`config.mk`:
```
export PLATFORM = sky130hd
export DESIGN_NAME = reg_dump_sequencer
export DESIGN_NICKNAME = d
export VERILOG_FILES = /design/src/rtl/reg_dump_sequencer_pkg.sv /design/src/rtl/reg_dump_sequencer_dump_counter.sv /design/src/rtl/reg_dump_sequencer.sv
export SDC_FILE = /design/constraint.sdc
export NUM_CORES = 1
export LEC_CHECK = 0
export ABC_AREA = 1
export CAP_MARGIN = 5
export CORE_MARGIN = 2
export CORE_UTILIZATION = 30
export CTS_BUF_LIST = sky130_fd_sc_hd__clkbuf_2
export DETAILED_ROUTE_END_ITERATION = 10
export GPL_ROUTABILITY_DRIVEN = 0
export HOLD_SLACK_MARGIN = 0.05
export PLACE_DENSITY_LB_ADDON = 0.3
export SYNTH_ARGS = -nofsm -noshare
export SYNTH_HDL_FRONTEND = slang
export SYNTH_HIERARCHICAL = 1
export SYNTH_SLANG_ARGS = --single-unit
```
`constraint.sdc`:
```
create_clock -name i_clock -period 3 [get_ports i_clock]
set_input_delay 0.6 -clock i_clock [delete_from_list [all_inputs] [get_ports i_clock]]
set_output_delay 0.6 -clock i_clock [all_outputs]
set_load 0.05 [all_outputs]
```
`src/rtl/reg_dump_sequencer_pkg.sv`:
```
// Shared state encoding and defaults for the register-dump sequencer.
// Defining REG_DUMP_PC_EN adds a PC_SEND state that appends the PC word after the last register.
package reg_dump_sequencer_pkg;

    localparam int DRAIN_CYCLES_DEFAULT = 4;

    typedef enum logic [2:0] {
        ST_IDLE    = 3'd0,
        ST_DRAIN   = 3'd1,
        ST_READ    = 3'd2,
        ST_CAPTURE = 3'd3,
        ST_SEND    = 3'd4,
`ifdef REG_DUMP_PC_EN
        ST_PC_SEND = 3'd5,
`endif
        ST_DONE    = 3'd6
    } state_e;

    // Counter width able to hold 0..n-1, never narrower than one bit.
    function automatic int cnt_width(input int n);
        return (n <= 2) ? 1 : $clog2(n);
    endfunction

endpackage

```
`src/rtl/reg_dump_sequencer_dump_counter.sv`:
```
// Word index and pipeline-drain counter for the register-dump sequencer.
// The index carries one extra bit so the last register is detected without wrapping.
module dump_counter
    import reg_dump_sequencer_pkg::*;
#(
    parameter int REG_SIZE     = 5,
    parameter int DRAIN_CYCLES = DRAIN_CYCLES_DEFAULT
) (
    input  logic                clk_i,
    input  logic                rst_ni,
    input  logic                index_clr_i,
    input  logic                index_inc_i,
    input  logic                drain_clr_i,
    input  logic                drain_inc_i,
    output logic [REG_SIZE-1:0] index_next_o,
    output logic                index_last_o,
    output logic                drain_done_o
);

    localparam int IDX_W   = REG_SIZE + 1;
    localparam int DRAIN_W = cnt_width(DRAIN_CYCLES);

    localparam logic [IDX_W-1:0]   LAST_INDEX = IDX_W'((1 << REG_SIZE) - 1);
    localparam logic [DRAIN_W-1:0] DRAIN_LAST = DRAIN_W'(DRAIN_CYCLES - 1);

    logic [IDX_W-1:0]   index_q, index_d;
    logic [DRAIN_W-1:0] drain_q, drain_d;

    always_comb begin
        index_d = index_q;
        if (index_clr_i) begin
            index_d = '0;
        end else if (index_inc_i) begin
            index_d = index_q + IDX_W'(1);
        end
    end

    // The drain count saturates at its terminal value so a long DRAIN can never wrap.
    always_comb begin
        drain_d = drain_q;
        if (drain_clr_i) begin
            drain_d = '0;
        end else if (drain_inc_i && (drain_q != DRAIN_LAST)) begin
            drain_d = drain_q + DRAIN_W'(1);
        end
    end

    always_ff @(posedge clk_i or negedge rst_ni) begin
        if (!rst_ni) begin
            index_q <= '0;
            drain_q <= '0;
        end else begin
            index_q <= index_d;
            drain_q <= drain_d;
        end
    end

    assign index_next_o = index_d[REG_SIZE-1:0];
    assign index_last_o = (index_q == LAST_INDEX);
    assign drain_done_o = (drain_q == DRAIN_LAST);

endmodule

```
`src/rtl/reg_dump_sequencer.sv`:
```
// Stalls the pipeline, reads every register-bank entry and streams it out over a valid/ready handshake.
// Optional feature macro: REG_DUMP_PC_EN appends the current PC as a final word.
module reg_dump_sequencer
    import reg_dump_sequencer_pkg::*;
#(
    parameter int DATA_SIZE    = 32,
    parameter int REG_SIZE     = 5,
    parameter int PC_SIZE      = 32,
    parameter int DRAIN_CYCLES = DRAIN_CYCLES_DEFAULT
) (
    input  logic                 i_clock,
    input  logic                 i_reset,
    input  logic                 i_start,
    input  logic                 i_abort,
    input  logic [DATA_SIZE-1:0] i_rb_data,
    input  logic [PC_SIZE-1:0]   i_pc,
    input  logic                 i_ready,
    output logic                 o_pipeline_enable,
    output logic                 o_unit_control_enable,
    output logic                 o_rb_enable,
    output logic                 o_rb_read_enable,
    output logic [REG_SIZE-1:0]  o_rb_read_addr,
    output logic [DATA_SIZE-1:0] o_data,
    output logic                 o_valid,
    output logic                 o_busy,
    output logic                 o_done
);

    state_e               state_q, state_d;
    logic [DATA_SIZE-1:0] data_q, data_d;
    logic                 valid_q, valid_d;
    logic                 done_q, done_d;
    logic                 busy_q, busy_d;
    logic                 rb_read_q, rb_read_d;
    logic [REG_SIZE-1:0]  addr_q, addr_d;
    logic                 enables_q, enables_d;

    logic                 index_clr, index_inc, drain_clr, drain_inc;
    logic [REG_SIZE-1:0]  index_next;
    logic                 index_last, drain_done;

`ifdef REG_DUMP_PC_EN
    logic [DATA_SIZE-1:0] pc_word;
    assign pc_word = DATA_SIZE'(i_pc);
`else
    logic unused_pc;
    assign unused_pc = ^i_pc;
`endif

    dump_counter #(
        .REG_SIZE     (REG_SIZE),
        .DRAIN_CYCLES (DRAIN_CYCLES)
    ) u_dump_counter (
        .clk_i        (i_clock),
        .rst_ni       (i_reset),
        .index_clr_i  (index_clr),
        .index_inc_i  (index_inc),
        .drain_clr_i  (drain_clr),
        .drain_inc_i  (drain_inc),
        .index_next_o (index_next),
        .index_last_o (index_last),
        .drain_done_o (drain_done)
    );

    always_comb begin
        // NOTE: every combinational output gets a default first, so no path can infer a latch.
        state_d   = state_q;
        data_d    = data_q;
        valid_d   = valid_q;
        addr_d    = addr_q;
        index_clr = 1'b0;
        index_inc = 1'b0;
        drain_clr = 1'b0;
        drain_inc = 1'b0;

        unique case (state_q)
            ST_IDLE: begin
                if (i_start) begin
                    state_d   = ST_DRAIN;
                    index_clr = 1'b1;
                    drain_clr = 1'b1;
                end
            end
            ST_DRAIN: begin
                drain_inc = 1'b1;
                if (drain_done) begin
                    state_d = ST_READ;
                end
            end
            ST_READ: begin
                state_d = ST_CAPTURE;
            end
            ST_CAPTURE: begin
                state_d = ST_SEND;
                data_d  = i_rb_data;
                valid_d = 1'b1;
            end
            ST_SEND: begin
                if (i_ready) begin
                    valid_d = 1'b0;
                    if (index_last) begin
`ifdef REG_DUMP_PC_EN
                        state_d = ST_PC_SEND;
                        data_d  = pc_word;
                        valid_d = 1'b1;
`else
                        state_d = ST_DONE;
`endif
                    end else begin
                        index_inc = 1'b1;
                        state_d   = ST_READ;
                    end
                end
            end
`ifdef REG_DUMP_PC_EN
            ST_PC_SEND: begin
                if (i_ready) begin
                    valid_d = 1'b0;
                    state_d = ST_DONE;
                end
            end
`endif
            ST_DONE: begin
                state_d = ST_IDLE;
            end
            default: begin
                state_d = ST_IDLE;
                valid_d = 1'b0;
            end
        endcase

        // Abort overrides any handshake in the same cycle; the pending word is not counted.
        if ((state_q != ST_IDLE) && i_abort) begin
            state_d   = ST_IDLE;
            valid_d   = 1'b0;
            index_inc = 1'b0;
        end

        // Outputs are registered from the next state so they line up with the state they describe.
        rb_read_d = (state_d == ST_READ);
        if (state_d == ST_READ) begin
            addr_d = index_next;
        end
        done_d    = (state_d == ST_DONE);
        busy_d    = (state_d != ST_IDLE);
        enables_d = (state_d == ST_IDLE);
    end

    always_ff @(posedge i_clock or negedge i_reset) begin
        if (!i_reset) begin
            state_q   <= ST_IDLE;
            data_q    <= '0;
            valid_q   <= 1'b0;
            done_q    <= 1'b0;
            busy_q    <= 1'b0;
            rb_read_q <= 1'b0;
            addr_q    <= '0;
            enables_q <= 1'b1;
        end else begin
            // NOTE: non-blocking assignments so every register samples the pre-edge values.
            state_q   <= state_d;
            data_q    <= data_d;
            valid_q   <= valid_d;
            done_q    <= done_d;
            busy_q    <= busy_d;
            rb_read_q <= rb_read_d;
            addr_q    <= addr_d;
            enables_q <= enables_d;
        end
    end

    assign o_pipeline_enable     = enables_q;
    assign o_unit_control_enable = enables_q;
    assign o_rb_enable           = rb_read_q;
    assign o_rb_read_enable      = rb_read_q;
    assign o_rb_read_addr        = addr_q;
    assign o_data                = data_q;
    assign o_valid               = valid_q;
    assign o_busy                = busy_q;
    assign o_done                = done_q;

endmodule

```
== Yosys cells after proc, flatten, opt, wreduce, memory -nomap -nowiden ==
Index checks and enable logic that the tools add are counted.
Widths: inputs -> output; s select.

* Register bits after elaboration: 53
* Input bits: 69
* Output and inout port bits: 44
* Logic and storage cells: 55

* $add $sub $neg: 2
* Equality and inequality tests: 12
* Multiplexer cells: 20
* Reductions and logical operators: 10

{| class="wikitable"
|+ Operator list
! cell !! count
|-
| $mux 3 || 5
|-
| $pmux 3 s5 || 1
|-
| $mux 6 || 2
|-
| $eq 3x2->1 const B || 3
|-
| $eq 3x3->1 const B || 3
|-
| $mux 1 || 9
|-
| $add 6x1->6 const B || 1
|-
| $eq 6x5->1 const B || 1
|-
| $logic_not 3->1 || 2
|-
| $reduce_bool 3->1 || 2
|-
| $mux 2 || 2
|-
| $reduce_bool 2->1 || 2
|-
| $reduce_or 4->1 || 1
|-
| $eq 3x1->1 const B || 1
|-
| $ne 3x3->1 const B || 1
|-
| $pmux 1 s3 || 1
|-
| $add 2x1->2 const B || 1
|-
| $eq 2x2->1 const B || 1
|-
| $logic_and 1x1->1 || 2
|-
| $ne 2x1->1 const B || 1
|-
| $ne 2x2->1 const B || 1
|-
| $reduce_and 2->1 || 1
|}

== Longest topological paths before layout ==
Gate-level depths: netlist of the first run.

* Depth in word-level cells: 7
* Mapped depth: 13
* Gate-level depth less buffers: 12

== Hierarchy ==
Netlist of the first run, hierarchy kept.

{| class="wikitable"
|+ By module, submodules not included
! module !! instances !! cells each !! area each (um^2) !! seq. area each (um^2)
|-
| reg_dump_sequencer || 1 || 143 || 1,984.4 || 1,127.3
|-
| dump_counter || 1 || 52 || 427.9 || 200.2
|}

== Least setup slack after synthesis of the first run ==
OpenSTA, ideal clock, no wires.

* Kind: reg2reg
* From: register u_dump_counter.index_q[0]
* To: register addr_q[4] (netlist: o_rb_read_addr[4])
* Setup time: 119 ps
* Data arrival time: 2,059 ps
* Data required time: 2,881 ps
* Path slack: 821 ps
* Stages on the path, launching flop included: 13
* Buffers on the path: 1
* Clock period less this slack: 2,179 ps
* Path through: dfrtp_1 > ha_1 > nand2_1 > nor3_1 > inv_1 > nand2_1 > nor4_1 > nand3_1 > o21ai_0 > nor2_1 > buf_4 > nand3_1 > nand2_1

* Cells in the longest elaborated chain, start to end: 7
* Elaborated cells between the ends (all ways): 13
* Those cells by class: add/sub (1); eq/ne (2); mux (10)

{| class="wikitable"
|+ RTL lines
! element !! line !! source
|-
| from (decl) || reg_dump_sequencer_dump_counter.sv:26 || <nowiki>logic [IDX_W-1:0] index_q, index_d;</nowiki>
|-
| from (signal assigned) || reg_dump_sequencer_dump_counter.sv:53 || <nowiki>index_q <= index_d;</nowiki>
|-
| $eq 6x5->1 || reg_dump_sequencer_dump_counter.sv:59 || <nowiki>assign index_last_o = (index_q == LAST_INDEX);</nowiki>
|-
| named net index_last || reg_dump_sequencer.sv:40 || <nowiki>logic index_last, drain_done;</nowiki>
|-
| $mux 1 || reg_dump_sequencer.sv:101 || <nowiki>if (index_last) begin</nowiki>
|-
| $mux 1 || reg_dump_sequencer.sv:99 || <nowiki>if (i_ready) begin</nowiki>
|-
| $mux 1 || reg_dump_sequencer.sv:76 || <nowiki>unique case (state_q)</nowiki>
|-
| $mux 1 || reg_dump_sequencer.sv:133 || <nowiki>if ((state_q != ST_IDLE) && i_abort) begin</nowiki>
|-
| named net index_inc || reg_dump_sequencer.sv:38 || <nowiki>logic index_clr, index_inc, drain_clr, drain_inc;</nowiki>
|-
| $mux 6 || reg_dump_sequencer_dump_counter.sv:33 || <nowiki>end else if (index_inc_i) begin</nowiki>
|-
| $mux 6 || reg_dump_sequencer_dump_counter.sv:31 || <nowiki>if (index_clr_i) begin</nowiki>
|-
| named net u_dump_counter.index_d[4] || reg_dump_sequencer_dump_counter.sv:26 ||
|-
| to (signal assigned) || reg_dump_sequencer.sv:167 || <nowiki>addr_q <= addr_d;</nowiki>
|-
| to (decl) || reg_dump_sequencer.sv:35 || <nowiki>logic [REG_SIZE-1:0] addr_q, addr_d;</nowiki>
|}

The timed path passes the listed nets, and every way through them passes these cells. The select of a mux whose other input is x is not followed.
A chain may end at the register's enable or synchronous reset.

== Final worst setup path of the first run ==
* From: register enables_q (netlist: o_pipeline_enable)
* To: output o_unit_control_enable

{| class="wikitable"
|+ RTL lines
! element !! line !! source
|-
| from (decl) || reg_dump_sequencer.sv:36 || <nowiki>logic enables_q, enables_d;</nowiki>
|-
| from (signal assigned) || reg_dump_sequencer.sv:168 || <nowiki>enables_q <= enables_d;</nowiki>
|-
| to (decl) || reg_dump_sequencer.sv:19 || <nowiki>output logic o_unit_control_enable,</nowiki>
|}

No word-level cell between the ends.

==> flow_metrics.tcl, run 1 <==
set metrics [dict create \
    crit_fanout 2 \
    dp_cells 369 \
    startpoint_type "flip-flop" \
    cts-root-buf "clkbuf_2" \
    tightest_slew_ps 689 \
    area_delta_synth_final_pct 37.2 \
    finalCriticalPeriod_ps 2410 \
    postSynthCellCount 195 \
    final_core_util_pct 42.6 \
    setup_tns_ps 0 \
    grt_pass1_vias 1637 \
    synthTopCellsByArea "dfrtp_1 54%, mux2_4 18%, nand2_1 3.7%, nand3_1 2.5%, inv_1 2.3%" \
    synth.avg_cell_area_um2 12.4 \
    power_density_nw_per_um2 1090 \
    die_x_um 93.7 \
    track_usage_pct 11.2 \
    crit_arrival_ps 1810 \
    synthXorXnorAreaFrac_pct 0 \
    multi_input_area_um2 920 \
    die-area_um2 8770 \
    worstPathRequired_ps 2400 \
    hpwl_um 3550 \
    postCtsSetupBuffers 0 \
    fp.dieH_um 93.7 \
    ys.warnings.count 6 \
    fill_cells 754 \
    num_vias 1646 \
    finalMaxSlewViolations 0 \
    first_pass_iters 4 \
    htree_num_levels 2 \
    path_cells "clkdlybuf4s50_1" \
    max-cap-violations 0 \
    seqCellArea_um2 1330 \
    synth_flop_cell "dfrtp_1" \
    drc 0 \
    clockBufferDepth 2 \
    synth-simple-area-share_pct 14.8 \
    path_clk_slew_ps 250 \
    outcome "finished clean" \
    fin_skew_ps 10.3 \
    synthAdderAreaFrac_pct 1.04 \
    max_freq_mhz 416 \
    final_nets 346 \
    cts_buffers 5 \
    total_power_mw 3.61 \
    diodes 0 \
    drive_above_1_share_pct 22.8 \
    hold_class "flip-flop to flip-flop" \
    cp_slowest_stage_delay_ps 800 \
    grt_max_degree 35 \
    muxShareOfSynthArea_pct 19.5 \
    finalCritPeriodShare_pct 80.2 \
    critPathKind "flip-flop to output port" \
    wl_per_cell_um 13.0 \
    synth_edf_count 0 \
    finalHoldViolations 0 \
    drt_iter0_drc 67 \
    synth_seq_cells 53 \
    slew_headroom_pct 54.1 \
    cts_tree "yes" \
    yosysTopAreaCell "dfrtp_1" \
    drt-total-wl_um 4900 \
    cp-end-kind "output port" \
    instances_no_fill 378 \
    cp_num_buf_inv 1 \
    cpMaxStageDelayCell "clkdlybuf4s50_1" \
    rsz0062_at_grt "no" \
    peakVddDrop_v 0.000494 \
    crit_family "buffers and inverters" \
    clk_latency_ps 410 \
    io_pins 113 \
    rows 32 \
    io_buffers 80 \
    ant_nets 0 \
    p_leak_nw 1.60 \
    grt_pass1_wl_um 7710 \
    syn_area_um2 2410 \
    setup_viol 0 \
    ys_async_sr_fraction_pct 100 \
    cts.sinks 53 \
    viasPerCell 4.35 \
    synth.most_common_cell "dfrtp_1" \
    netlist.area_leader.share_pct 53.9 \
    syn_nets 266 \
    start_util_pct 31.1 \
    yosys-top-cells-count "52 x dfrtp_1, 29 x mux2_4, 24 x nand2_1" \
    synth_top_family_by_area "multiplexers" \
    antenna_found_initial 0 \
    core_um2 7770 \
    grt.overflow.total 0 \
    synth_compound_area_share_pct 2.80 \
    synth_cell_types 25 \
    seq_area_frac_synth_pct 55.0 \
]
-- per-stage QoR --
| stage | setup slack, ps | cell area, um^2 | hold WS, ps |
|---|---|---|---|
| floorplan | 821 | 2410 | 304 |
| global placement | 725 | 3260 | 459 |
| detailed placement | 785 | 3260 | 463 |
| CTS | 539 | 3310 | 507 |
| global route | 498 | 3310 | 537 |
| finish | 594 | 3310 | 514 |
-- metal layers --
metal / GRT usage [%] / share of wire, % / vias to the layer above
met5: 0 / 0 / -
met3: 3.29 / 6.1 / 4
met1: 14.6 / 45 / 803
met4: 3.14 / 0.55 / 0
li1: - / - / 790
met2: 18.1 / 49 / 49
-- logic make-up (layout without fill, tap and decap cells) --
logic type / after synthesis / count (layout)
simple gates: 66 / 66
flops: 53 / 53
mux: 32 / 32
buf+inv: 29 / 110
compound gates: 13 / 13
fa+ha+maj: 2 / 2
-- layout by cell type (no fill, tap or decap) --
| cell | count |
|---|---|
| clkdlybuf4s50_1 | 79 |
| dfrtp_1 | 52 |
| mux2_4 | 29 |
| nand2_1 | 24 |
| inv_1 | 15 |
| nand3_1 | 12 |
| nor2_1 | 11 |
| a21oi_1 | 6 |
| o21ai_0 | 6 |
| clkbuf_2 | 6 |
| nor2_2 | 4 |
| nand2_2 | 4 |
| inv_2 | 3 |
| mux2_2 | 3 |
| buf_4 | 3 |
| nand3_2 | 2 |
| nand2_4 | 2 |
| clkinv_2 | 2 |
| nor3_1 | 2 |
| ha_1 | 2 |
| nand3_4 | 1 |
| nor4_1 | 1 |
| nor2_8 | 1 |
| nand4_2 | 1 |
| a21boi_0 | 1 |
| dlygate4sd3_1 | 1 |
| buf_2 | 1 |
| dfstp_2 | 1 |
| nor3b_1 | 1 |
-- layout make-up --
type                    instances  share of cell area, %
well taps                     102                   3.85
inverters                      18                   2.04
flip-flops and latches         53                   40.1
multi-input cells             113                   27.8
clock inverters                 2                  0.302
repair buffers                 84                   25.0
clock buffers                   6                  0.907
-- path summary, 6_finish.rpt --
kind                                    endpoint  cells past startpoint                 startpoint  slack [ps]
min reg2reg                    o_rb_read_addr[4]                      2          o_rb_read_addr[4]         510
max reg2reg                    o_rb_read_addr[3]                     13  u_dump_counter/index_q[0]         990
max in group asynchronous      o_pipeline_enable                      3                    i_reset        1810
max                        o_unit_control_enable                      1          o_pipeline_enable         590
min in group asynchronous             state_q[1]                      2                    i_reset         550
min                            o_rb_read_addr[4]                      2          o_rb_read_addr[4]         510
-- registers in the layout, summed over array words and instances, names as in the netlist --
| name | count |
|---|---|
| o_pipeline_enable | 1 |
| state_q | 3 |
| o_busy | 1 |
| o_rb_read_addr | 5 |
| o_rb_enable | 1 |
| u_dump_counter/index_q | 6 |
| o_data | 32 |
| o_valid | 1 |
| u_dump_counter/drain_q | 2 |
| o_done | 1 |
-- report_power, final --
| group | leakage, nW | internal [mW] | switching, mW | total [mW] |
|---|---|---|---|---|
| registers | 0.656 | 0.987 | 0.164 | 1.15 |
| logic | 0.914 | 0.867 | 1.32 | 2.19 |
| clock network | 0.0327 | 0.0588 | 0.217 | 0.276 |
-- repair_timing --
action | CTS | global route
resized for setup | 0 | 0
hold buffers | 1 | 0
hold endpoints to repair | 9 | 0
setup endpoints to repair | 0 | 0
Note: power is estimated with default switching activity, not from simulation.
==> run 2, diff against run 1 <==
==> constraint.sdc (replaced) <==
create_clock -name i_clock -period 2.4 [get_ports i_clock]
set_input_delay 0.48 -clock i_clock [delete_from_list [all_inputs] [get_ports i_clock]]
set_output_delay 0.48 -clock i_clock [all_outputs]
set_load 0.05 [all_outputs]
==> run 2 against run 1 <==
- sequential cell count did not move
- combinational power rose by 24%
- clock skew rose by 15 ps
- largest power group unchanged
- non-clock buffer count fell by 1
- die area did not move
- via count fell by 0.61%
- global-route usage rose by 0.25 points
- first-iteration DRC count fell by 28%
- count of clock-buffer cells in the layout fell by 1
==> flow_metrics.tcl, run 2 (same netlist as run 1, synthesis figures left out) <==
set metrics [dict create \
    drc 0 \
    rr_startpoint "u_dump_counter/index_q[0]" \
    power_density_nw_per_um2 1390 \
    outcome "finished clean" \
    finalCritPeriodShare_pct 95.7 \
    reg2reg_setup_slack_ps 350 \
    hpwl_um 3290 \
    fin_skew_ps 24.9 \
    htree_num_levels 2 \
    startpoint_type "flip-flop" \
    max-cap-violations 0 \
    cp-end-kind "output port" \
    fill_cells 762 \
    path_cells "clkdlybuf4s50_1" \
    cts_resized 0 \
    antenna_found_initial 0 \
    cp_slowest_stage_delay_ps 800 \
    cts_hold_buf 0 \
    crit_fanout 2 \
    r2r_end "o_rb_read_addr[3]" \
    grt_pass1_vias 1742 \
    slew_headroom_pct 55.6 \
    setup_slack_ps 103 \
    max_freq_mhz 435 \
    worstPathRequired_ps 1920 \
    io_pins 113 \
    design_area_um2 3330 \
    grt.overflow.total 0 \
    first_pass_iters 4 \
    drt-total-wl_um 4680 \
    die-area_um2 8770 \
    largest_register_ffs 32 \
    r2r_cells 13 \
    layout_commonest_cell "clkdlybuf4s50_1" \
    wl_per_cell_um 12.4 \
    fp.dieH_um 93.7 \
    start_util_pct 31.1 \
    cp-startpoint "o_pipeline_enable" \
    setup_viol 0 \
    tightest_slew_ps 667 \
    critPathKind "flip-flop to output port" \
    grt_pass1_wl_um 7970 \
    cp.depth 1 \
    cts_buffers 5 \
    cp_num_buf_inv 1 \
    dp_slack_ps 214 \
    finalCriticalPeriod_ps 2300 \
    clk_latency_ps 440 \
    drt_iter0_drc 48 \
    die_x_um 93.7 \
    rsz0062_at_grt "no" \
    hold_class "primary input to async pin" \
    grt_max_degree 54 \
    setup_tns_ps 0 \
    cts_tree "yes" \
    diodes 0 \
    final_cell_mix "79 x clkdlybuf4s50_1, 52 x dfrtp_1, 29 x mux2_4" \
    core_um2 7770 \
    cts.sinks 53 \
    finalHoldViolations 0 \
    crit_arrival_ps 1820 \
    cpMaxStageDelayCell "clkdlybuf4s50_1" \
    postCtsSetupBuffers 0 \
    num_vias 1636 \
    rows 32 \
    track_usage_pct 11.4 \
    path_clk_slew_ps 280 \
    cts-root-buf "clkbuf_2" \
    ant_nets 0 \
    viasPerCell 4.34 \
    area_delta_synth_final_pct 37.9 \
    crit_family "buffers and inverters" \
    peakVddDrop_v 0.000471 \
    crit_end "o_unit_control_enable" \
    finalMaxSlewViolations 0 \
    p_leak_nw 1.60 \
    drive_above_1_share_pct 22.5 \
    clockBufferDepth 2 \
    io_buffers 80 \
    final_nets 345 \
    postPlaceCellArea_um2 3260 \
]
## run 2: worst min-delay path by stage
stage	cells after the start	start	end	slack, ps
global route	2	i_reset	o_data[30]	90
detailed placement	2	o_rb_read_addr[0]	o_rb_read_addr[0]	460
CTS	2	i_reset	o_data[30]	110
finish	2	i_reset	u_dump_counter/drain_q[1]	110
global placement	2	o_rb_read_addr[4]	o_rb_read_addr[4]	460
floorplan	0	i_reset	o_busy	180
## run 2: metrics by stage
stage	power (mW)	std cells	hold slack, ps	utilization (%)
after floorplan	3.40	195	184	-
after global placement	4.17	369	459	42.0
after detailed placement	4.20	369	462	42.0
after CTS	4.68	377	105	42.8
after global routing	4.87	377	92.7	42.8
final	4.61	377	110	42.8
## run 2: power breakdown
group / switching [mW] / leakage, nW / internal [mW]
Combinational: 1.64 / 0.909 / 1.08
Sequential: 0.202 / 0.656 / 1.23
Clock: 0.283 / 0.0366 / 0.172
Total: 2.13 / 1.60 / 2.48
## run 2: routing by layer
metal | global-route usage [%] | part of all wire (%)
met5 | 0 | 0
met4 | 3.26 | 1.2
met3 | 3.61 | 6.7
met2 | 18.8 | 47
met1 | 14.5 | 45
## run 2: layout make-up
cell class,instances,area (um^2),area share [%]
sequential,53,1330,39.9
multi-input combinational,113,920,27.6
timing repair buffer,83,818,24.6
tap,102,128,3.84
inverter,18,67.6,2.03
clock inverter,3,41.3,1.24
clock buffer,5,25.0,0.752
==> run 3, diff against run 2 <==
--- a/config.mk
+++ b/config.mk
@@ -5,7 +5,6 @@
 export SDC_FILE = /design/constraint.sdc
 export NUM_CORES = 1
 export LEC_CHECK = 0
-export ABC_AREA = 1
 export CAP_MARGIN = 5
 export CORE_MARGIN = 2
 export CORE_UTILIZATION = 30
@@ -14,6 +13,7 @@
 export GPL_ROUTABILITY_DRIVEN = 0
 export HOLD_SLACK_MARGIN = 0.05
 export PLACE_DENSITY_LB_ADDON = 0.3
+export SLEW_MARGIN = 20
 export SYNTH_ARGS = -nofsm -noshare
 export SYNTH_HDL_FRONTEND = slang
 export SYNTH_HIERARCHICAL = 1
==> constraint.sdc (replaced) <==
create_clock -name i_clock -period 2.4 [get_ports i_clock]
set_input_delay 0.24 -clock i_clock [delete_from_list [all_inputs] [get_ports i_clock]]
set_output_delay 0.24 -clock i_clock [all_outputs]
set_load 0.05 [all_outputs]
==> run 3 against run 2 <==
- utilization is 0.93 points higher
- clock skew decreased by 9.8 ps
- cell area decreased by 4.6%
- count of clock-buffer cells in the layout rose by 1
- non-clock buffer count rose by 1
- first-iteration DRC count decreased by 54%
- global-route usage fell by 0.75 points
- total power down 10%
- clock power is 4% lower
- sequential power shrank 3%
- fmax grew 13%
==> flow_metrics.tcl, run 3 <==
set metrics [dict create \
    synthTopCellsByArea "dfrtp_1 58%, mux2_2 16%, mux2_4 3.3%, buf_4 2.3%, nor2_1 1.5%" \
    finalHoldViolations 0 \
    setup_viol 0 \
    crit_end "o_rb_read_addr[0]" \
    max-cap-violations 0 \
    grt_max_degree 54 \
    postSynthCellCount 164 \
    synth.avg_cell_area_um2 13.8 \
    syn_nets 235 \
    netlist.area_leader.share_pct 57.6 \
    die_x_um 90.7 \
    finalCriticalPeriod_ps 2030 \
    drc 0 \
    synth_edf_count 0 \
    slew_headroom_pct 55.3 \
    startpoint_type "flip-flop" \
    cts_buffers 5 \
    grt.overflow.total 0 \
    syn_area_um2 2260 \
    cts_resized 0 \
    final_cell_mix "79 x clkdlybuf4s50_1, 52 x dfrtp_1, 32 x mux2_2" \
    start_util_pct 31.1 \
    rows 31 \
    core_um2 7250 \
    hold_class "primary input to flip-flop" \
    fp.dieH_um 90.7 \
    area_delta_synth_final_pct 40.6 \
    yosys-top-cells-count "52 x dfrtp_1, 32 x mux2_2, 9 x nor2_1" \
    grt_pass1_vias 1477 \
    yosysTopAreaCell "dfrtp_1" \
    finalCritPeriodShare_pct 84.7 \
    clockBufferDepth 2 \
    seq_area_frac_synth_pct 58.8 \
    clk_latency_ps 400 \
    highest_layer "met4" \
    layout_commonest_cell "clkdlybuf4s50_1" \
    outcome "finished clean" \
    r2r_cells 4 \
    postCtsSetupBuffers 0 \
    reg2reg_setup_slack_ps 370 \
    dp_slack_ps 221 \
    power_density_nw_per_um2 1300 \
    wl_met2_um 2010 \
    rr_startpoint "state_q[0]" \
    hpwl_um 3070 \
    peakVddDrop_v 0.000694 \
    p_leak_nw 1.34 \
    drt_iter0_drc 22 \
    antenna_found_initial 0 \
    ys.warnings.count 6 \
    cts_hold_buf 1 \
    r2r_end "o_rb_read_addr[0]" \
    synth_seq_cells 53 \
    rsz0062_at_grt "no" \
    path_clk_slew_ps 250 \
    htree_num_levels 2 \
    final_nets 312 \
    critPathKind "flip-flop to flip-flop" \
    cp-startpoint "state_q[0]" \
    max_freq_mhz 492 \
    first_pass_iters 4 \
    ant_nets 0 \
    design_area_um2 3170 \
    synth_cell_types 32 \
    die-area_um2 8230 \
    tightest_slew_ps 670 \
    synth_flop_cell "dfrtp_1" \
    synth.most_common_cell "dfrtp_1" \
    finalMaxSlewViolations 0 \
    viasPerCell 4.38 \
    cts-root-buf "clkbuf_2" \
    crit_fanout 14 \
    drt-total-wl_um 4330 \
    dr_wl_met3_um 336 \
    track_usage_pct 10.7 \
    fin_skew_ps 15.1 \
    crit_arrival_ps 2350 \
    setup_slack_ps 367 \
    ys_async_sr_fraction_pct 100 \
    grt_pass1_wl_um 7220 \
    cts_tree "yes" \
    postPlaceCellArea_um2 3100 \
    setup_tns_ps 0 \
    drive_above_1_share_pct 21.9 \
    largest_register_ffs 32 \
    cp-end-kind "flip-flop" \
    num_vias 1492 \
    drt-met1-wl_um 1960 \
    diodes 0 \
    cts.sinks 53 \
    worstPathRequired_ps 2720 \
    io_buffers 80 \
    wl_per_cell_um 12.7 \
    io_pins 113 \
]
-- run 3: layout make-up --
class,instances,area (um^2)
Fill cell,724,4080
Inverter,1,3.75
Timing Repair Buffer,84,828
Sequential cell,53,1330
Multi-Input combinational cell,96,827
Clock inverter,2,33.8
Clock buffer,6,30.0
Tap cell,99,124
-- run 3: worst min-delay path by stage --
stage | start | to | cells past startpoint
floorplan | i_reset | o_busy | 0
global placement | i_reset | o_valid | 2
detailed placement | i_reset | o_valid | 2
CTS | i_rb_data[11] | o_data[11] | 2
global route | i_rb_data[7] | o_data[7] | 2
finish | i_rb_data[11] | o_data[11] | 2
-- run 3: through the flow --
stage | power, mW | hold WS (ps) | util [%] | std cells
2_1_floorplan | 2.96 | -55.6 | - | 164
3_3_place_gp | 3.72 | 414 | 42.7 | 332
3_5_place_dp | 3.75 | 418 | 42.7 | 332
4_1_cts | 4.20 | 382 | 43.8 | 341
5_1_grt | 4.35 | 352 | 43.8 | 341
6_report | 4.14 | 422 | 43.8 | 341
-- run 3: critical path, cell delays in order, from the launching register on --
cell	delay, ps
dfrtp_1	560
nand3b_1	260
a311oi_4	400
o211a_1	420
mux2_4	340
-- run 3: logic make-up after synthesis --
group	after synthesis	share of synthesized area, %
flip-flops	53	58.8
buffers and inverters	15	4.55
adder cells (fa/ha/maj)	2	1.11
XOR/XNOR	4	1.55
multiplexers	39	20.2
AO/OA/AOI/OAI	15	4.93
AND/OR/NAND/NOR	36	8.87
-- run 3: power breakdown --
group | total [mW] | leakage [nW] | switching, mW | internal, mW
clock network | 0.436 | 0.0406 | 0.259 | 0.178
logic | 2.31 | 0.648 | 1.45 | 0.855
registers | 1.39 | 0.655 | 0.174 | 1.22
-- run 3: routing by layer --
layer  global-route usage, %  up-vias
met4                    2.31        0
met5                       0        -
met1                    14.0      724
met2                    16.9       51
met3                    4.09        2
li1                        -      715
